`src/rtl/uart_pkg.sv`:
```
// Shared types and constants for the UART blocks.
//   parity_e    : parity mode of a frame (none / even / odd)
//   tx_state_e  : transmitter FSM states
//   IDLE_LEVEL  : level of the serial line between frames
//   parity_bit(): parity bit for a payload given its XOR reduction
package uart_pkg;

  typedef enum logic [1:0] {
    PAR_NONE = 2'd0,
    PAR_EVEN = 2'd1,
    PAR_ODD  = 2'd2
  } parity_e;

  typedef enum logic [2:0] {
    ST_IDLE   = 3'd0,
    ST_START  = 3'd1,
    ST_DATA   = 3'd2,
    ST_PARITY = 3'd3,
    ST_STOP   = 3'd4
  } tx_state_e;

  localparam logic IDLE_LEVEL = 1'b1;

  // xor_all is ^payload: even parity sends it as is, odd parity inverts it.
  function automatic logic parity_bit(input parity_e mode, input logic xor_all);
    return (mode == PAR_ODD) ? ~xor_all : xor_all;
  endfunction

endpackage

```
`src/rtl/uart_baud_gen.sv`:
```
// Bit-period timer shared by the UART transmitter and receiver.
//   clk_i    in  clock
//   reset_ni in  asynchronous active-low reset
//   clear_i  in  hold the counter at 0 (no ticks while asserted)
//   div_i    in  clock cycles per bit; 0 behaves as 1
//   tick_o   out high in the last cycle of each bit period
module uart_baud_gen #(
  parameter int unsigned DIV_W = 16
) (
  input  logic             clk_i,
  input  logic             reset_ni,
  input  logic             clear_i,
  input  logic [DIV_W-1:0] div_i,
  output logic             tick_o
);

  localparam logic [DIV_W-1:0] CNT_ONE = DIV_W'(1);

  logic [DIV_W-1:0] count_q;
  logic [DIV_W-1:0] count_max;

  // Terminal count is div_i-1 with an exact compare, so the largest divisor
  // never needs a wrap and div_i of 0 or 1 ticks every cycle.
  assign count_max = (div_i == '0) ? '0 : (div_i - CNT_ONE);
  assign tick_o    = ~clear_i & (count_q == count_max);

  always_ff @(posedge clk_i or negedge reset_ni) begin
    if (!reset_ni) begin
      count_q <= '0;
    end else if (clear_i || tick_o) begin
      count_q <= '0;
    end else begin
      count_q <= count_q + CNT_ONE;
    end
  end

endmodule

```
`src/rtl/uart_tx_param.sv`:
```
// Parametrised UART transmitter with a one-deep holding register.
//   clk_i         in  clock
//   reset_ni      in  asynchronous active-low reset
//   data_i        in  payload to send (DATA_BITS wide)
//   data_valid_i  in  data_i valid
//   data_ready_o  out holding register empty; byte taken on valid & ready
//   baud_div_i    in  clock cycles per bit, sampled at each frame start
//   tx_o          out serial line, idle high
//   busy_o        out a frame is being sent
//   frame_done_o  out one-cycle pulse after the last stop bit
//
// state     | meaning
// ST_IDLE   | line idle, waiting for the holding register to fill
// ST_START  | sending the start bit (low)
// ST_DATA   | sending payload bits, LSB first
// ST_PARITY | sending the parity bit (only when PARITY != PAR_NONE)
// ST_STOP   | sending STOP_BITS stop bits (high)
module uart_tx_param
  import uart_pkg::*;
#(
  parameter int unsigned DATA_BITS = 8,
  parameter parity_e     PARITY    = PAR_NONE,
  parameter int unsigned STOP_BITS = 1,
  parameter int unsigned DIV_W     = 16
) (
  input  logic                 clk_i,
  input  logic                 reset_ni,
  input  logic [DATA_BITS-1:0] data_i,
  input  logic                 data_valid_i,
  output logic                 data_ready_o,
  input  logic [DIV_W-1:0]     baud_div_i,
  output logic                 tx_o,
  output logic                 busy_o,
  output logic                 frame_done_o
);

  localparam int unsigned      BIT_W    = $clog2(DATA_BITS);
  localparam logic [BIT_W-1:0] LAST_BIT = BIT_W'(DATA_BITS - 1);
  localparam logic [BIT_W-1:0] BIT_ONE  = BIT_W'(1);
  localparam logic [DIV_W-1:0] DIV_ONE  = DIV_W'(1);

  tx_state_e            state_q;
  logic [DATA_BITS-1:0] hold_q;
  logic [DATA_BITS-1:0] shift_q;
  logic                 hold_full_q;
  logic                 par_q;
  logic                 stop_q;
  logic [BIT_W-1:0]     bit_idx_q;
  logic [DIV_W-1:0]     div_q;

  logic                 tick;
  logic                 accept;
  logic                 last_stop;
  logic                 start_frame;
  logic [DIV_W-1:0]     div_eff;

  assign data_ready_o = ~hold_full_q;
  assign accept       = data_valid_i & ~hold_full_q;
  assign div_eff      = (baud_div_i == '0) ? DIV_ONE : baud_div_i;
  assign last_stop    = (STOP_BITS == 1) | stop_q;

  // A held byte starts a frame from IDLE, or straight out of the final stop
  // tick so consecutive frames have no idle gap.
  assign start_frame = hold_full_q &
                       ((state_q == ST_IDLE) |
                        ((state_q == ST_STOP) & tick & last_stop));

  uart_baud_gen #(
    .DIV_W (DIV_W)
  ) u_baud_gen (
    .clk_i    (clk_i),
    .reset_ni (reset_ni),
    .clear_i  (state_q == ST_IDLE),
    .div_i    (div_q),
    .tick_o   (tick)
  );

  always_ff @(posedge clk_i or negedge reset_ni) begin
    if (!reset_ni) begin
      state_q      <= ST_IDLE;
      hold_q       <= '0;
      hold_full_q  <= 1'b0;
      shift_q      <= '0;
      par_q        <= 1'b0;
      stop_q       <= 1'b0;
      bit_idx_q    <= '0;
      div_q        <= DIV_ONE;
      tx_o         <= IDLE_LEVEL;
      busy_o       <= 1'b0;
      frame_done_o <= 1'b0;
    end else begin
      frame_done_o <= 1'b0;

      if (accept) begin
        hold_q      <= data_i;
        hold_full_q <= 1'b1;
      end

      unique case (state_q)
        ST_IDLE: begin
        end
        ST_START: begin
          if (tick) begin
            state_q <= ST_DATA;
            tx_o    <= shift_q[0];
          end
        end
        ST_DATA: begin
          if (tick) begin
            if (bit_idx_q == LAST_BIT) begin
              if (PARITY != PAR_NONE) begin
                state_q <= ST_PARITY;
                tx_o    <= par_q;
              end else begin
                state_q <= ST_STOP;
                tx_o    <= IDLE_LEVEL;
              end
            end else begin
              bit_idx_q <= bit_idx_q + BIT_ONE;
              shift_q   <= shift_q >> 1;
              tx_o      <= shift_q[1];
            end
          end
        end
        ST_PARITY: begin
          if (tick) begin
            state_q <= ST_STOP;
            tx_o    <= IDLE_LEVEL;
          end
        end
        ST_STOP: begin
          if (tick) begin
            if (last_stop) begin
              frame_done_o <= 1'b1;
              state_q      <= ST_IDLE;
              busy_o       <= 1'b0;
            end else begin
              stop_q <= 1'b1;
            end
          end
        end
        default: begin
          state_q <= ST_IDLE;
          tx_o    <= IDLE_LEVEL;
          busy_o  <= 1'b0;
        end
      endcase

      // Overrides the IDLE return above when the next byte is already held.
      if (start_frame) begin
        state_q     <= ST_START;
        tx_o        <= ~IDLE_LEVEL;
        busy_o      <= 1'b1;
        shift_q     <= hold_q;
        par_q       <= parity_bit(PARITY, ^hold_q);
        hold_full_q <= 1'b0;
        bit_idx_q   <= '0;
        stop_q      <= 1'b0;
        div_q       <= div_eff;
      end
    end
  end

endmodule

```
`config.mk`:
```
export PLATFORM = sky130hd
export DESIGN_NAME = uart_tx_param
export DESIGN_NICKNAME = d
export VERILOG_FILES = /design/src/rtl/uart_pkg.sv /design/src/rtl/uart_baud_gen.sv /design/src/rtl/uart_tx_param.sv
export SDC_FILE = /design/constraint.sdc
export NUM_CORES = 1
export LEC_CHECK = 0
export CAP_MARGIN = 20
export CORE_ASPECT_RATIO = 1.25
export CORE_MARGIN = 4
export CORE_UTILIZATION = 40
export DETAILED_ROUTE_END_ITERATION = 7
export SETUP_SLACK_MARGIN = 0.4
export SYNTH_ARGS = -nofsm -noshare
export SYNTH_HDL_FRONTEND = slang
export SYNTH_SLANG_ARGS = --single-unit
```
`constraint.sdc`:
```
create_clock -name clk_i -period 9.2 [get_ports clk_i]
set_input_delay 0.92 -clock clk_i [delete_from_list [all_inputs] [get_ports clk_i]]
set_output_delay 0.92 -clock clk_i [all_outputs]
set_load 0.05 [all_outputs]
```
# After elaboration in Yosys (flattened, before gate mapping)
# Cells that the tools add are included.
[totals]
input_bits = 27
ff_bits = 58
output_inout_bits = 4
elab_cells = 79
[op_classes]
muxes = 31
n_bitwise = 7
n_addsub = 3
n_reduce_logical = 13
n_eq_ne = 15
[op_table]
columns = ["operator", "count"]
rows = [
  ["$mux 16", 3],
  ["$logic_not 16->1", 2],
  ["$mux 8", 4],
  ["$mux 3", 10],
  ["$add 16x1->16 const B", 1],
  ["$eq 16x16->1", 1],
  ["$sub 16x1->16 const B", 1],
  ["$ne 3x3->1 const B", 5],
  ["$pmux 3 s5", 1],
  ["$mux 1", 11],
  ["$eq 3x2->1 const B", 2],
  ["$eq 3x3->1 const B", 2],
  ["$reduce_and 6->1", 1],
  ["$reduce_bool 2->1", 3],
  ["$and 1x1->1", 4],
  ["$ne 2x1->1 const B", 2],
  ["$ne 2x2->1 const B", 2],
  ["$pmux 1 s4", 1],
  ["$reduce_and 4->1", 1],
  ["$reduce_or 4->1", 1],
  ["$add 3x1->3 const B", 1],
  ["$eq 3x1->1 const B", 1],
  ["$logic_not 3->1", 1],
  ["$reduce_and 3->1", 1],
  ["6 further kinds", 7],
]

# Depth between registers and ports, before layout
# Gate-level depths: netlist (run 1).
[logic_depth]
ltp_word = 9
mapped_depth = 12
depth_no_buf = 10

# Cells and area by module
# A second synthesis (run 1) with hierarchy kept.
[unflattened]
cells_unflattened = 352
hier_area_um2 = 3445.8
[modules_own_cells]
columns = ["module", "instances", "seq_area_each_um2", "area_per_inst_um2", "cells_per_inst"]
rows = [
  ["uart_tx_param", 1, 1053.5, 1871.8, 156],
  ["uart_baud_gen", 1, 400.4, 1574.0, 196],
]

# Worst setup path after synthesis (run 1)
# OpenSTA, ideal clock, no wires.
[synth_path]
path_type = "reg2reg"
startpoint = "register div_q[0]"
endpoint = "register shift_q[1]"
slack_ns = 5.769
stages_incl_launch_ff = 12
path_buffers = 1
setup_ns = 0.125
period_less_slack_ns = 3.431
t_arrival_ns = 3.306
t_required_ns = 9.075
path_cell_list = "dfstp_2 -> inv_1 -> ha_1 -> or3b_1 -> nor4b_1 -> mux2_2 -> nor4_1 -> o2111ai_1 -> or4b_1 -> buf_6 -> mux2_1 -> mux2_4"
[synth_between]
elab_chain_len = 9
elab_cells_between_ends = 13
cone_classes = "add/sub (1); eq/ne (2); mux (2); bitwise (4); reduce/logical (4)"
[synth_lines]
columns = ["item", "line_no", "text"]
rows = [
  ["start, declared", "uart_tx_param.sv:49", "logic [DIV_W-1:0] div_q;"],
  ["start signal, assigned", "uart_tx_param.sv:159", "div_q <= div_eff;"],
  ["$sub 16x1->16 or $logic_not 16->1 (tied branches)", "uart_baud_gen.sv:24", "assign count_max = (div_i == '0) ? '0 : (div_i - CNT_ONE);"],
  ["$mux 16 *", "uart_baud_gen.sv:24", ""],
  ["$eq 16x16->1 *", "uart_baud_gen.sv:25", "assign tick_o = ~clear_i & (count_q == count_max);"],
  ["$and 1x1->1 *", "uart_baud_gen.sv:25", ""],
  ["$and 1x1->1", "uart_tx_param.sv:66", "((state_q == ST_STOP) & tick & last_stop));"],
  ["$or 1x1->1", "uart_tx_param.sv:65", "((state_q == ST_IDLE) |"],
  ["$and 1x1->1", "uart_tx_param.sv:64", "assign start_frame = hold_full_q &"],
  ["$ne 2x2->1 (no source line) or $reduce_bool 2->1 (tied branches)", "--", ""],
  ["$reduce_and 3->1 (no source line)", "--", ""],
  ["end signal, assigned", "uart_tx_param.sv:120", "shift_q <= shift_q >> 1;"],
  ["end signal, assigned", "uart_tx_param.sv:154", "shift_q <= hold_q;"],
  ["end, declared", "uart_tx_param.sv:44", "logic [DATA_BITS-1:0] shift_q;"],
]
# Every way passes the cells marked *; elsewhere a longest branch is shown, timed or not.
# A chain may end at the register's enable or synchronous reset.

# Worst setup path after layout (run 1)
[layout_path]
startpoint = "register div_q[0]"
endpoint = "register shift_q[5]"
# The elaborated chain is that of the path after synthesis.

==> flow_metrics.env, run 1 <==
export IMPL_status="completed"
export IMPL_r2r_end="shift_q[5]"
export IMPL_cts_tree="built"
export IMPL_synth_warnings=0
export IMPL_synth_xor_area_frac=0.0666
export IMPL_min_period_ns=3.85
export IMPL_portBuffers=30
export IMPL_final_setup_skew_ns=0.00846
export IMPL_die_w_um=91.6
export IMPL_hp_class="reg2reg"
export IMPL_drc_errors=0
export IMPL_synth_cell_types=58
export IMPL_drtIter0Drc=146
export IMPL_grt_total_usage=0.164
export IMPL_leakage_nw=1.63
export IMPL_cp_max_fo=7
export IMPL_postCtsSetupBuffers=0
export IMPL_diodes=0
export IMPL_yosysSeqAreaShare=0.416
export IMPL_clockBufferDepth=2
export IMPL_worstPathArrival_ns=4.09
export IMPL_grt_max_degree=59
export IMPL_firstDrtPassIters=4
export IMPL_dp_cells=479
export IMPL_fin_area_sq_mm=0.00404
export IMPL_power_density_mw_per_mm2=259
export IMPL_crit_path_top_delay_cell="or4b_1"
export IMPL_final_max_slew_violation_count=0
export IMPL_final_cells=495
export IMPL_core_region_area_sq_mm=0.00838
export IMPL_ys_seq_elements=58
export IMPL_avgSynthCellArea_sq_um=10.0
export IMPL_tightest_slew_ns=0.742
export IMPL_finalSetupTns_ns=0
export IMPL_wl_per_cell_um=15.7
export IMPL_cts_resized_gates=0
export IMPL_criticalPathCategory="reg2reg"
export IMPL_post_synth_fa_ha_maj_area_fraction=0.0143
export IMPL_timing_slew_headroom=0.505
export IMPL_ctsHoldBuffers=0
export IMPL_timing_final_hold_violations=0
export IMPL_setup_viol=0
export IMPL_crit_chain="inv_1, ha_1, or3b_1, nor4b_1, mux2_2, nor4_1, o2111ai_1, or4b_1, mux2_1, mux2_4"
export IMPL_rows=37
export IMPL_async_reset_ff_frac=1.00
export IMPL_fin_crit_sh=0.419
export IMPL_grt_pass1_vias=2731
export IMPL_wl_mm=7.75
export IMPL_dp_hpwl_mm=5.67
export IMPL_vias=2720
export IMPL_place_area_sq_mm=0.00386
export IMPL_synthCells=348
export IMPL_timing_fmax_mhz=259
export IMPL_synth_edf_count=0
export IMPL_areaGrowthSynthToFinish_pct=15.6
export IMPL_whs_ns=0.515
export IMPL_cts_buffers=9
export IMPL_rsz0062_at_grt="no"
export IMPL_peakVddDrop_v=0.000133
export IMPL_antenna_found_initial=0
export IMPL_cap_violations=0
export IMPL_synth_compound_area_frac=0.107
export IMPL_via_per_inst=5.49
export IMPL_synth_nets=379
export IMPL_clk_latency_ns=0.35
export IMPL_final_common_cell="dfrtp_1"
export IMPL_synth_top_family_by_area="simple AND/OR/NAND/NOR gates"
export IMPL_synth_mux_area_frac=0.141
export IMPL_num_io_pins=31
export IMPL_die_area_sq_mm=0.0103
export IMPL_cp_start_kind="flop"
export IMPL_grt_overflow_total=0
export IMPL_globalplace_congestion=0.883
export IMPL_worstPathRequired_ns=9.43
export IMPL_layout_common_cells="56 x dfrtp_1, 33 x nor2_1, 29 x clkdlybuf4s50_1"
export IMPL_cts_root_buf="clkbuf_8"
export IMPL_htreeDepth=3
export IMPL_die_h_um=113
export IMPL_grt_pass1_wl_mm=13.6
export IMPL_synthFlopType="dfrtp_1"
export IMPL_hold_depth=1
export IMPL_max_stage_delay_ns=0.68
export IMPL_reg2reg_slack_ns=5.35
export IMPL_clkSinkCount=58
export IMPL_drive_gt1_frac=0.122
export IMPL_r2r_start="div_q[0]"
export IMPL_final_core_util=0.482
export IMPL_syn_area_sq_mm=0.00350
export IMPL_start_util=0.417
export IMPL_synth_simple_gate_area_frac=0.219
export IMPL_reg2regPathDepth=10
export IMPL_hold_start="hold_q[3]"
export IMPL_ant_nets=0
export IMPL_cp_end_kind="flop"
export IMPL_clk_pin_slew_worst_paths_ns=0.07
export IMPL_hold_end="shift_q[3]"
export IMPL_fin_nets=404
layer usage:
metal	up-vias	global-route usage	part of all wire
li1	1332	-	-
met4	0	0.0694	0.018
met5	-	0	0
met3	9	0.0288	0.031
met1	1327	0.213	0.47
met2	52	0.266	0.48
cell families (layout without fill, tap and decap cells):
group | Yosys count | after routing
flops | 58 | 58
mux | 42 | 42
buf+inv | 28 | 58
fa+ha+maj | 4 | 4
compound gates | 52 | 52
xor+xnor | 25 | 25
simple gates | 139 | 139
power by group:
| group | switching, W | internal, W | leakage (nW) |
|---|---|---|---|
| Sequential | 0.000125 | 0.000342 | 0.712 |
| Clock | 0.000114 | 0.0000991 | 0.0858 |
| Combinational | 0.000173 | 0.000193 | 0.833 |
worst max-delay path: cells and delay by family, from the launching register on:
family	cells	cell delay [ns]
muxes	3	1.03
AOI/OAI and AO/OA	1	0.18
DFF	1	0.39
adders and majority gates	1	0.25
buffers and inverters	1	0.09
and+or+nand+nor	4	1.80
sequential cells by signal, indices dropped and copies added (netlist names):
name and flops:
bit_idx_q 3, busy_o 1, div_q 16, frame_done_o 1
hold_full_q 1, hold_q 8, shift_q 8, state_q 3
tx_o 1, u_baud_gen.count_q 16
how the worst max path moves through the flow:
stage | cells past startpoint | end | slack (ns) | start
after CTS | 10 | shift_q[5] | 5.30 | div_q[0]
after global routing | 9 | shift_q[5] | 4.99 | div_q[0]
after detailed placement | 10 | shift_q[4] | 5.32 | div_q[0]
after global placement | 10 | shift_q[3] | 5.33 | div_q[0]
final | 10 | shift_q[5] | 5.35 | div_q[0]
after floorplan | 11 | shift_q[1] | 5.77 | div_q[0]
per-stage QoR:
stage	total power (W)	worst slack (ns)
final	0.00105	5.35
after global routing	0.00113	4.99
after CTS	0.00106	5.30
after floorplan	0.000741	5.77
after detailed placement	0.000837	5.32
after global placement	0.000829	5.33
Yosys cell counts (4+ instances only):
cell,number,area share
dfrtp_1,56,0.40
nor2_1,33,0.035
mux2_1,20,0.064
nand2_1,18,0.019
nand3_1,14,0.020
xor2_1,14,0.035
nor4_1,13,0.023
a21oi_1,11,0.016
clkbuf_1,11,0.012
inv_1,10,0.011
mux2_2,10,0.032
nor3_1,10,0.014
xnor2_1,10,0.025
and3_1,8,0.014
mux2_4,7,0.030
nand4_1,7,0.013
o22ai_1,7,0.013
or4_1,7,0.015
buf_2,5,0.0072
mux2i_1,5,0.014
nand2b_1,5,0.0089
ha_1,4,0.014
nor2b_1,4,0.0072
o21ai_0,4,0.0057
o31ai_1,4,0.0086
or3_1,4,0.0072
layout make-up:
type / instances / area (sq um)
tap: 117 / 146
clock inverter: 7 / 55.1
timing repair buffer: 32 / 310
inverter: 10 / 37.5
multi-input combinational: 262 / 1920
fill: 795 / 4340
clock buffer: 9 / 124
sequential: 58 / 1450
(Power assumes the default switching activity.)
==> run 2: changes to the inputs <==
- clock period: 9.2 -> 3.9 ns (I/O delays scaled with it)
==> run 2 against run 1 <==
Clock skew up 0.0053 ns. Global-route usage up 0.34 points. Power rose to 2.7 times the previous value. Critical path depth unchanged. Clock-buffer cell count unchanged. Non-clock buffer count up 15. Hold slack worse by 0.47 ns. Final area up 7.6%. Critical endpoint is now shift_q[3]. Largest power group is now combinational cells.
==> flow_metrics.env, run 2 (synthesized netlist as in run 1, its figures left out) <==
export IMPL_final_common_cell="dfrtp_1"
export IMPL_timing_slew_headroom=0.561
export IMPL_ctsHoldBuffers=0
export IMPL_final_setup_skew_ns=0.0138
export IMPL_cp_start_kind="flop"
export IMPL_peakVddDrop_v=0.000293
export IMPL_fin_crit_sh=0.876
export IMPL_clockBufferDepth=2
export IMPL_clk_latency_ns=0.35
export IMPL_num_io_pins=31
export IMPL_cap_violations=0
export IMPL_die_area_sq_mm=0.0103
export IMPL_fin_nets=419
export IMPL_wl_per_cell_um=16.1
export IMPL_drive_gt1_frac=0.211
export IMPL_hp_class="in2async"
export IMPL_rsz0062_at_grt="no"
export IMPL_diodes=0
export IMPL_reg2reg_slack_ns=0.49
export IMPL_setup_ws_ns=0.485
export IMPL_timing_final_hold_violations=0
export IMPL_ant_nets=0
export IMPL_power_density_mw_per_mm2=655
export IMPL_start_util=0.417
export IMPL_final_max_slew_violation_count=0
export IMPL_nFillCells=780
export IMPL_rows=37
export IMPL_portBuffers=30
export IMPL_worstPathRequired_ns=4.14
export IMPL_vias=2810
export IMPL_total_power_w=0.00285
export IMPL_tightest_slew_ns=0.658
export IMPL_globalplace_congestion=0.871
export IMPL_antenna_found_initial=0
export IMPL_cts_tree="built"
export IMPL_min_period_ns=3.41
export IMPL_firstDrtPassIters=4
export IMPL_grt_max_degree=33
export IMPL_die_h_um=113
export IMPL_cp_end_kind="flop"
export IMPL_grt_overflow_total=0
export IMPL_htreeDepth=3
export IMPL_status="completed"
export IMPL_grt_total_usage=0.167
export IMPL_cts_root_buf="clkbuf_8"
export IMPL_die_w_um=91.6
export IMPL_worstPathArrival_ns=3.65
export IMPL_top_regs="div_q x16, u_baud_gen.count_q x16"
export IMPL_grt_pass1_wl_mm=13.8
export IMPL_criticalPathCategory="reg2reg"
export IMPL_finalSetupTns_ns=0
export IMPL_cts_buffers=9
export IMPL_clkSinkCount=58
export IMPL_whs_ns=0.0470
export IMPL_core_region_area_sq_mm=0.00838
export IMPL_drc_errors=0
export IMPL_grt_pass1_vias=2717
export IMPL_setup_viol=0
export IMPL_reg2regPathDepth=10
export IMPL_dp_hpwl_mm=5.84
export IMPL_drtIter0Drc=150
export IMPL_leakage_nw=1.77
export IMPL_timing_fmax_mhz=293
export IMPL_wl_mm=8.22
export IMPL_cp_max_fo=7
export IMPL_via_per_inst=5.51
export IMPL_clk_pin_slew_worst_paths_ns=0.08
export IMPL_areaGrowthSynthToFinish_pct=24.5
export IMPL_layout_common_cells="55 x dfrtp_1, 33 x nor2_1, 29 x clkdlybuf4s50_1"
export IMPL_dp_slack_ns=0.0899
## run 2: cell types whose count changed in the layout (fill, tap and decap cells not counted), sizes merged
cell,change
clkinv,-1
bufinv,+2
clkinvlp,-1
buf,+15
## run 2: cell type report
type | count | area, sq um | share of cell area
tap | 117 | 146 | 0.0336
clock inverter | 7 | 103 | 0.0236
clock buffer | 9 | 124 | 0.0285
inverter | 10 | 37.5 | 0.00863
multi-input combinational | 262 | 2060 | 0.474
timing repair buffer | 47 | 423 | 0.0972
sequential | 58 | 1460 | 0.334
## run 2: critical path: stages (launching register included)
cell	delay, ns
dfrtp_1	0.42
inv_2	0.08
ha_4	0.16
or3b_4	0.42
o31ai_4	0.29
nand4_1	0.18
a211oi_2	0.32
o2111ai_2	0.19
or4b_4	0.64
mux2_1	0.35
mux2_4	0.26
## run 2: per-stage QoR
| step | utilization | instances | cell area, sq um |
|---|---|---|---|
| floorplan | - | 348 | 3500 |
| global placement | 0.471 | 490 | 3950 |
| detailed placement | 0.471 | 490 | 3950 |
| CTS | 0.505 | 506 | 4230 |
| global route | 0.519 | 510 | 4350 |
| finish | 0.519 | 510 | 4350 |
## run 2: path summary, 6_finish.rpt
check,startpoint,endpoint
hold / removal,reset_ni,div_q[14]
setup reg to reg,div_q[1],shift_q[3]
max in group asynchronous,reset_ni,tx_o
hold reg to reg,hold_q[2],shift_q[2]
setup / recovery,div_q[1],shift_q[3]
min in group clk_i,hold_q[2],shift_q[2]
## run 2: routing by layer
metal | wire (um) | global-route usage
met1 | 3820 | 0.224
met2 | 3850 | 0.258
met3 | 291 | 0.0369
met4 | 256 | 0.0734
met5 | 0 | 0
## run 2: repair_timing
item,in CTS,in global routing
pin swaps,2,9
endpoints found under the setup margin,31,41
buffers inserted,0,4
gates cloned,0,0
gates resized for setup,12,17
## run 2: report_power, final
group          total, W  switching [W]  internal (W)
Clock          0.000638       0.000273      0.000365
Sequential      0.00105       0.000244      0.000809
Combinational   0.00116       0.000566      0.000593
==> run 3: changes to the inputs <==
- SLEW_MARGIN: default -> 20
- clock period: 3.9 -> 3.1 ns (I/O delays scaled with it)
==> run 3 against run 2 <==
The run now ends with negative setup slack left. Power increased by 43%. Hold slack gained 0.0065 ns. Non-clock buffer count increased by 46. Clock skew up 0.0019 ns. Sequential share of layout area down 4.0 points. Maximum frequency increased by 0.78%. Highest routed layer unchanged.
==> flow_metrics.env, run 3 (synthesized netlist as in run 1, its figures left out) <==
export IMPL_dp_cells=530
export IMPL_cts_root_buf="clkbuf_8"
export IMPL_drive_gt1_frac=0.353
export IMPL_final_cells=556
export IMPL_finalSetupTns_ns=-3.84
export IMPL_cp_depth=11
export IMPL_setup_ws_ns=-0.288
export IMPL_crit_path_top_delay_cell="or4b_4"
export IMPL_firstDrtPassIters=4
export IMPL_max_stage_delay_ns=0.55
export IMPL_clk_pin_slew_worst_paths_ns=0.08
export IMPL_die_area_sq_mm=0.0103
export IMPL_failed_checks="negative setup slack"
export IMPL_timing_slew_headroom=0.446
export IMPL_power_density_mw_per_mm2=826
export IMPL_die_h_um=113
export IMPL_rsz0062_at_grt="yes"
export IMPL_fin_crit_sh=1.09
export IMPL_swShare=0.366
export IMPL_globalplace_congestion=0.870
export IMPL_reg2regPathDepth=11
export IMPL_status="finished with violations"
export IMPL_power_clock_fraction=0.198
export IMPL_comb_power_share=0.494
export IMPL_start_util=0.417
export IMPL_total_power_w=0.00409
export IMPL_ant_nets=0
export IMPL_grt_overflow_total=0
export IMPL_peakVddDrop_v=0.000495
export IMPL_final_setup_skew_ns=0.0157
export IMPL_criticalPathCategory="reg2reg"
export IMPL_vias=3053
export IMPL_worstPathArrival_ns=3.61
export IMPL_grt_max_degree=36
export IMPL_wl_mm=9.52
export IMPL_wl_per_cell_um=17.1
export IMPL_drtIter0Drc=143
export IMPL_portBuffers=30
export IMPL_diodes=0
export IMPL_hp_class="in2async"
export IMPL_critPathTopFamily="simple AND/OR/NAND/NOR gates"
export IMPL_fin_nets=465
export IMPL_whs_ns=0.0535
export IMPL_ff_latch_area_sq_mm=0.00146
export IMPL_num_io_pins=31
export IMPL_drc_errors=0
export IMPL_clk_latency_ns=0.35
export IMPL_layout_common_cells="55 x dfrtp_1, 51 x buf_4, 32 x nor2_1"
export IMPL_clockBufferDepth=2
export IMPL_path_common_cell="mux2_4"
export IMPL_seq_power_share=0.308
export IMPL_p_switching_w=0.00150
export IMPL_areaGrowthSynthToFinish_pct=41.6
export IMPL_fin_area_sq_mm=0.00495
export IMPL_die_w_um=91.6
export IMPL_cts_buffers=9
export IMPL_worstPathRequired_ns=3.32
export IMPL_antenna_found_initial=0
export IMPL_cp_max_fo=7
export IMPL_place_area_sq_mm=0.00434
export IMPL_crit_chain="inv_1, ha_2, or3b_4, o31ai_2, nand4_1, a211oi_2, o2111ai_2, or4b_4, buf_8, mux2_4, mux2_4"
export IMPL_internal_power_w=0.00259
export IMPL_grt_pass1_wl_mm=16.1
export IMPL_min_period_ns=3.39
export IMPL_grt_pass1_vias=3232
export IMPL_grt_total_usage=0.194
export IMPL_cap_violations=0
export IMPL_cp_start_kind="flop"
export IMPL_worst_path_buf_inv=2
export IMPL_clkSinkCount=58
export IMPL_multi_input_area_sq_mm=0.00221
export IMPL_nFillCells=717
export IMPL_htreeDepth=3
export IMPL_rows=37
export IMPL_timing_final_hold_violations=0
export IMPL_timing_fmax_mhz=295
export IMPL_dp_hpwl_mm=6.58
export IMPL_setup_viol=28
export IMPL_tightest_slew_ns=0.831
export IMPL_core_region_area_sq_mm=0.00838
export IMPL_final_common_cell="dfrtp_1"
export IMPL_cp_end_kind="flop"
export IMPL_via_per_inst=5.49
export IMPL_final_max_slew_violation_count=0
export IMPL_cts_tree="built"
export IMPL_top_regs="div_q x16, u_baud_gen.count_q x16"
export IMPL_leakage_nw=2.14
export IMPL_ctsHoldBuffers=0
[run 3: cell count changes in the layout (fill, tap and decap cells not counted), moves of 3 or more]
cell and change:
buf_4 +34, mux2_4 +17, mux2_1 -15, buf_6 +6, buf_12 +3
[run 3: area by class of cell]
class                           count  share of cell area
Timing Repair Buffer               93               0.177
Clock buffer                        9              0.0250
Inverter                           10             0.00759
Sequential cell                    58               0.294
Clock inverter                      7              0.0207
Multi-Input combinational cell    262               0.446
Tap cell                          117              0.0296
[run 3: path summary, 6_finish.rpt]
kind	startpoint	to	slack, ns
worst max-delay path	div_q[1]	shift_q[0]	-0.29
worst min-delay path	reset_ni	div_q[14]	0.05
worst max register to register	div_q[1]	shift_q[0]	-0.29
worst min register to register	hold_q[6]	hold_q[6]	0.51
max in group asynchronous	reset_ni	tx_o	2.30
min in group clk_i	hold_q[6]	hold_q[6]	0.51
[run 3: worst register-to-register path, cell delays in order, from the launching register on]
cell and delay (ns):
dfrtp_1 0.39, inv_1 0.06, ha_2 0.17, or3b_4 0.42, o31ai_2 0.35, nand4_1 0.17
a211oi_2 0.26, o2111ai_2 0.17, or4b_4 0.55, buf_8 0.16, mux2_4 0.30, mux2_4 0.26
[run 3: per-stage QoR]
stage / util / worst slack (ns)
after floorplan: - / -0.245
after detailed placement: 0.517 / -0.361
after global routing: 0.591 / -0.403
after CTS: 0.584 / -0.269
final: 0.591 / -0.288
after global placement: 0.517 / -0.342
[run 3: metal layers]
metal	track usage	wire, um	vias up
li1	-	-	1456
met1	0.232	4070	1515
met2	0.346	4980	69
met3	0.0335	295	13
met4	0.0684	176	0
met5	0	0	-
[run 3: timing repair]
item,in CTS,in global routing
buffers inserted,6,2
setup endpoints to repair,50,50
cloned,2,0
pin swaps,12,6
resized for setup,50,7
[run 3: power groups by stage]
stage / registers [W] / logic, W / clock network [W]
floorplan: 0.00121 / 0.00107 / 0
global placement: 0.00126 / 0.00163 / 0
detailed placement: 0.00126 / 0.00167 / 0
CTS: 0.00126 / 0.00195 / 0.000819
global route: 0.00129 / 0.00218 / 0.000858
finish: 0.00126 / 0.00202 / 0.000809
